File: src/rtl/fifo_pkg.sv
// rtl/fifo_pkg.sv - shared widths, state encoding and clog2 for the FIFO write arbiter
package fifo_pkg;

  typedef enum logic {
    ST_IDLE  = 1'b0,
    ST_BURST = 1'b1
  } state_t;

  function automatic int clog2(input int value);
    int result;
    result = 0;
    while ((1 << result) < value) begin
      result = result + 1;
    end
    return result;
  endfunction

  // Occupancy must represent 0..depth inclusive, hence the extra bit.
  function automatic int level_width(input int depth);
    return clog2(depth) + 1;
  endfunction

  function automatic int ptr_width(input int num_req);
    return (num_req > 1) ? clog2(num_req) : 1;
  endfunction

  // Beat counter spans 0..burst_len inclusive.
  function automatic int beat_width(input int burst_len);
    return (burst_len > 0) ? clog2(burst_len + 1) : 1;
  endfunction

endpackage

File: src/rtl/rr_pick.sv
// rtl/rr_pick.sv - combinational round-robin picker
// Ports:
//   req   - per-requester request vector
//   ptr   - highest-priority index, 0..NUM_REQ-1
//   gnt   - one-hot first requester at or after ptr (wrapping), else 0
//   valid - any requester is set
module rr_pick
  import fifo_pkg::*;
#(
  parameter int NUM_REQ = 4,
  parameter int PTR_W   = ptr_width(NUM_REQ)
) (
  input  logic [NUM_REQ-1:0] req,
  input  logic [PTR_W-1:0]   ptr,
  output logic [NUM_REQ-1:0] gnt,
  output logic               valid
);

  logic [PTR_W:0]   sum;
  logic [PTR_W-1:0] cand;

  // Wrap by subtracting NUM_REQ so non-power-of-two counts work.
  always_comb begin
    gnt   = '0;
    valid = 1'b0;
    sum   = '0;
    cand  = '0;
    for (int k = 0; k < NUM_REQ; k++) begin
      sum = {1'b0, ptr} + (PTR_W + 1)'(k);
      if (sum >= (PTR_W + 1)'(NUM_REQ)) begin
        sum = sum - (PTR_W + 1)'(NUM_REQ);
      end
      cand = sum[PTR_W-1:0];
      if (!valid && req[cand]) begin
        gnt[cand] = 1'b1;
        valid     = 1'b1;
      end
    end
  end

endmodule

File: src/rtl/fifo_wr_arbiter.sv
// rtl/fifo_wr_arbiter.sv - round-robin burst arbiter for a shared FIFO write port
// Ports:
//   clk, reset        - rising-edge clock, asynchronous active-low reset
//   req, req_data     - per-requester request and data (slice i at i*DATA_WIDTH)
//   gnt               - registered one-hot owner, or 0
//   fifo_wr_en/data   - write strobe and owner's data to the FIFO
//   fifo_rd_en        - consumer read strobe, observed for occupancy
//   level/full/empty  - words stored and derived flags
module fifo_wr_arbiter
  import fifo_pkg::*;
#(
  parameter int DATA_WIDTH = 1,
  parameter int NUM_REQ    = 4,
  parameter int FIFO_DEPTH = 4,
  parameter int BURST_LEN  = 2,
  parameter int LVL_W      = level_width(FIFO_DEPTH)
) (
  input  logic                          clk,
  input  logic                          reset,
  input  logic [NUM_REQ-1:0]            req,
  input  logic [NUM_REQ*DATA_WIDTH-1:0] req_data,
  output logic [NUM_REQ-1:0]            gnt,
  output logic                          fifo_wr_en,
  output logic [DATA_WIDTH-1:0]         fifo_wr_data,
  input  logic                          fifo_rd_en,
  output logic [LVL_W-1:0]              level,
  output logic                          full,
  output logic                          empty
);

  localparam int PTR_W  = ptr_width(NUM_REQ);
  localparam int BEAT_W = beat_width(BURST_LEN);

  state_t             state, state_n;
  logic [PTR_W-1:0]   ptr, ptr_n;
  logic [PTR_W-1:0]   owner, owner_n;
  logic [PTR_W-1:0]   pick_idx;
  logic [PTR_W-1:0]   owner_next;
  logic [BEAT_W-1:0]  beats, beats_n;
  logic [NUM_REQ-1:0] gnt_n, pick_gnt;
  logic               pick_valid;
  logic               accept;
  logic               rd_eff;
  logic [LVL_W-1:0]   level_n;

  rr_pick #(
    .NUM_REQ (NUM_REQ),
    .PTR_W   (PTR_W)
  ) u_rr_pick (
    .req   (req),
    .ptr   (ptr),
    .gnt   (pick_gnt),
    .valid (pick_valid)
  );

  always_comb begin
    pick_idx = '0;
    for (int i = 0; i < NUM_REQ; i++) begin
      if (pick_gnt[i]) begin
        pick_idx = PTR_W'(i);
      end
    end
  end

  assign owner_next = (owner == PTR_W'(NUM_REQ - 1)) ? '0 : owner + 1'b1;

  // A stalled burst (full) holds gnt and beats; only a dropped req or the
  // final accepted beat releases the port.
  assign accept     = (state == ST_BURST) && req[owner] && !full;
  assign fifo_wr_en = accept;

  always_comb begin
    fifo_wr_data = '0;
    for (int i = 0; i < NUM_REQ; i++) begin
      if (gnt[i]) begin
        fifo_wr_data = req_data[i*DATA_WIDTH +: DATA_WIDTH];
      end
    end
  end

  always_comb begin
    state_n = state;
    gnt_n   = gnt;
    owner_n = owner;
    ptr_n   = ptr;
    beats_n = beats;
    case (state)
      ST_IDLE: begin
        if (pick_valid && !full) begin
          state_n = ST_BURST;
          gnt_n   = pick_gnt;
          owner_n = pick_idx;
          beats_n = '0;
        end
      end
      ST_BURST: begin
        if (accept) begin
          beats_n = beats + 1'b1;
        end
        if (!req[owner] || (accept && (beats_n == BEAT_W'(BURST_LEN)))) begin
          state_n = ST_IDLE;
          gnt_n   = '0;
          ptr_n   = owner_next;
        end
      end
      default: begin
        state_n = ST_IDLE;
        gnt_n   = '0;
      end
    endcase
  end

  // Reads on an empty FIFO are ignored so level never underflows.
  assign rd_eff = fifo_rd_en && !empty;

  always_comb begin
    level_n = level;
    if (fifo_wr_en && !rd_eff) begin
      level_n = level + 1'b1;
    end else if (rd_eff && !fifo_wr_en) begin
      level_n = level - 1'b1;
    end
  end

  assign full  = (level == LVL_W'(FIFO_DEPTH));
  assign empty = (level == '0);

  always_ff @(posedge clk or negedge reset) begin
    if (!reset) begin
      state <= ST_IDLE;
      gnt   <= '0;
      owner <= '0;
      ptr   <= '0;
      beats <= '0;
      level <= '0;
    end else begin
      state <= state_n;
      gnt   <= gnt_n;
      owner <= owner_n;
      ptr   <= ptr_n;
      beats <= beats_n;
      level <= level_n;
    end
  end

endmodule

File: config.mk
export PLATFORM = sky130hd
export DESIGN_NAME = fifo_wr_arbiter
export DESIGN_NICKNAME = d
export VERILOG_FILES = /design/src/rtl/fifo_pkg.sv /design/src/rtl/rr_pick.sv /design/src/rtl/fifo_wr_arbiter.sv
export SDC_FILE = /design/constraint.sdc
export NUM_CORES = 1
export LEC_CHECK = 0
export BUFFER_PORTS_ARGS = -buffer_cell sky130_fd_sc_hd__clkbuf_2
export CAP_MARGIN = 20
export CORE_UTILIZATION = 50
export CTS_BUF_LIST = sky130_fd_sc_hd__clkbuf_4 sky130_fd_sc_hd__clkbuf_8
export CTS_CLUSTER_SIZE = 14
export DETAILED_ROUTE_END_ITERATION = 8
export PLACE_DENSITY = 0.76
export SLEW_MARGIN = 25
export SYNTH_ARGS = -nofsm -noshare
export SYNTH_HDL_FRONTEND = slang
export SYNTH_SLANG_ARGS = --single-unit
export TNS_END_PERCENT = 30
File: constraint.sdc
create_clock -name clk -period 2.49 [get_ports clk]
set_input_delay 0.3735 -clock clk [delete_from_list [all_inputs] [get_ports clk]]
set_output_delay 0.3735 -clock clk [all_outputs]
set_load 0.02 [all_outputs]
==> impl_metrics.toml <==
[status]
status = "finished clean"

[placed_design]
dp_hpwl_um = 1784
post_dp_cell_area_um2 = 1242
placedCellCount = 166
port_buffers = 21
gp_congestion = 0.9330

[routing]
drc = 0
drt-vias-per-instance = 5.847
wire_per_inst_um = 13.36
routed_wl_um = 2272
antenna_left = 0
drtPass1Iterations = 4
via_count = 994
drt-initial-drc-count = 25

[finish]
fin_area_um2 = 1279
num-nets-final = 164
syn_to_final_growth_pct = 16.00
diodes = 0
fin_cells = 170
drive_gt1_frac = 0.2587

[grt]
grtUsageTotal = 0.2230
grt_max_degree = 19
grt_pass1_vias = 945
antenna_found_initial = 0
overflow = 0
grt_pass1_wl_um = 4188

[setup_path]
crit_type = "register to register"
end_kind = "register"
arrival_ns = 2.42
crit_required_ns = 2.66
startpoint_type = "register"
cp_max_fo = 4

[die]
initial_core_util = 0.5452
die_y_um = 48.96
ios = 22
fp.coreArea_um2 = 2022
die_w_um = 48.96
row_count = 16
dieArea_um2 = 2397

[clocking]
htreeDepth = 1
cts.path.max_buffers = 2
cts.sinks = 14
clk_pin_slew_worst_paths_ns = 0.08
cts_buffers = 3
cts.root.buffer_cell = "clkbuf_4"
clk_latency_ns = 0.27
cts_tree = "done"

[sta]
rsz0062_at_grt = "false"
finalCritPeriodShare = 0.9068
tns_ns = 0
finalHoldViolations = 0
finalClockSkew_ns = 0.002648
max_freq_mhz = 442.9
whs_ns = 0.4953
worstMarginPinSlew_ns = 0.5668
drv_slew = 0
layout_min_cycle_time_ns = 2.258
setup_viol_count_final = 0
slew_headroom = 0.6192

[power]
total_power_mw = 1.666
pwr_density_cell_nw_per_um2 = 1303
ir_worst_vdd_mv = 0.7651
power_leakage_nw = 0.5710

[synth]
synth_area_um2 = 1102
synth_top_area_cell = "dfrtp_1"
synthArstFlopShare = 1.000
synth_top_cells_by_area = "dfrtp_1 (32%), ha_1 (7.9%), nand2_1 (4.8%)"
synth_cell_types = 41
synth_common_cells = "dfrtp_1 (14), nand2_1 (14), nor2_1 (10), ha_1 (7), nand2b_1 (7)"
synth_cells = 119
yosys.area.top_type_share = 0.3178
ys_seq_area_frac = 0.3178
synth_top_flop_cell = "dfrtp_1"
ys_warn_count = 0
synth_edf_count = 0
synth_seq_cells = 14
syn_avg_cell_area_um2 = 9.263
synth_nets = 138

[run]
cap_violations = 0

[hold_path]
min_path_type = "register to register"
-- cells by family (layout without fill, tap and decap cells) --
logic type,count (synthesis),after routing,share of synthesized area
and+or+nand+nor,48,48,0.2179
muxes,9,9,0.1078
buffers and inverters,7,31,0.03064
xor gates and xnor gates,4,4,0.03179
AOI/OAI and AO/OA,29,29,0.1964
DFF,14,14,0.3178
adders and majority gates,8,8,0.09761
-- cells in the final DEF, fill, tap and decap left out, drive strengths merged, types with 2 or more instances in the layout --
master   n
xnor2    2
a21oi    4
a22oi    2
nor3b    2
o22ai    5
nor2    10
o21ai    6
xor2     2
mux4     2
ha       7
nand2b   7
inv      4
mux2     3
dfrtp   14
nand2   14
a31oi    2
clkbuf  24
nand3    5
mux2i    4
nor3     2
nand4    2
buf      2
-- worst paths after layout --
kind	from	to	slack (ns)	cells after the start
min reg2reg	beats[1]$_DFFE_PN0P_	beats[1]$_DFFE_PN0P_	0.50	1
max reg2reg	owner[1]$_DFFE_PN0P_	level[1]$_DFFE_PN0P_	0.23	6
min	beats[1]$_DFFE_PN0P_	beats[1]$_DFFE_PN0P_	0.50	1
min in group asynchronous	reset	gnt[3]$_DFFE_PN0P_	0.52	2
max	owner[1]$_DFFE_PN0P_	level[1]$_DFFE_PN0P_	0.23	6
max in group asynchronous	reset	ptr[1]$_DFFE_PN0P_	1.71	2
-- critical path, stage by stage (launching register included) --
cell     delay [ns]
dfrtp_1        0.42
mux4_2         0.54
and3b_1        0.23
ha_1           0.23
inv_1          0.07
fa_1           0.40
mux2_2         0.26
-- state kept, by name, indices dropped and copies added (netlist names) --
name / cells
beats: 2
state: 1
owner: 2
ptr: 2
level: 3
gnt: 4
-- stage by stage --
stage / worst slack, ns / utilization
global route: 0.04836 / 0.6324
CTS: 0.1658 / 0.6306
global placement: 0.2017 / 0.6145
detailed placement: 0.1624 / 0.6145
finish: 0.2320 / 0.6324
floorplan: -0.03256 / -
-- metal layers --
| metal | vias to the layer above | track usage | share of wire |
|---|---|---|---|
| li1 | 486 | - | - |
| met1 | 482 | 0.3106 | 0.46 |
| met2 | 26 | 0.3588 | 0.49 |
| met3 | 0 | 0.05607 | 0.050 |
| met4 | 0 | 0.02941 | 0 |
| met5 | - | 0 | 0 |
-- repair_timing --
item	4_1_cts	5_1_grt
gates resized for setup	0	1
endpoints found under the setup margin	0	2
hold buffers	1	0
endpoints found under the hold margin	14	0
setup buffers	0	0
-- cell type report --
type	instances	area, um2
repair buffers	24	130.1
flip-flops and latches	14	350.3
fillers	176	743.2
inverters	4	15.01
well taps	27	33.78
multi-input cells	98	726.9
clock buffers	3	22.52
-- power breakdown --
part | internal (mW) | switching [mW] | leakage, nW
clock | 0.0560 | 0.0662 | 0.0138
sequential | 0.333 | 0.109 | 0.172
combinational | 0.470 | 0.632 | 0.386
(Power assumes the default switching activity.)
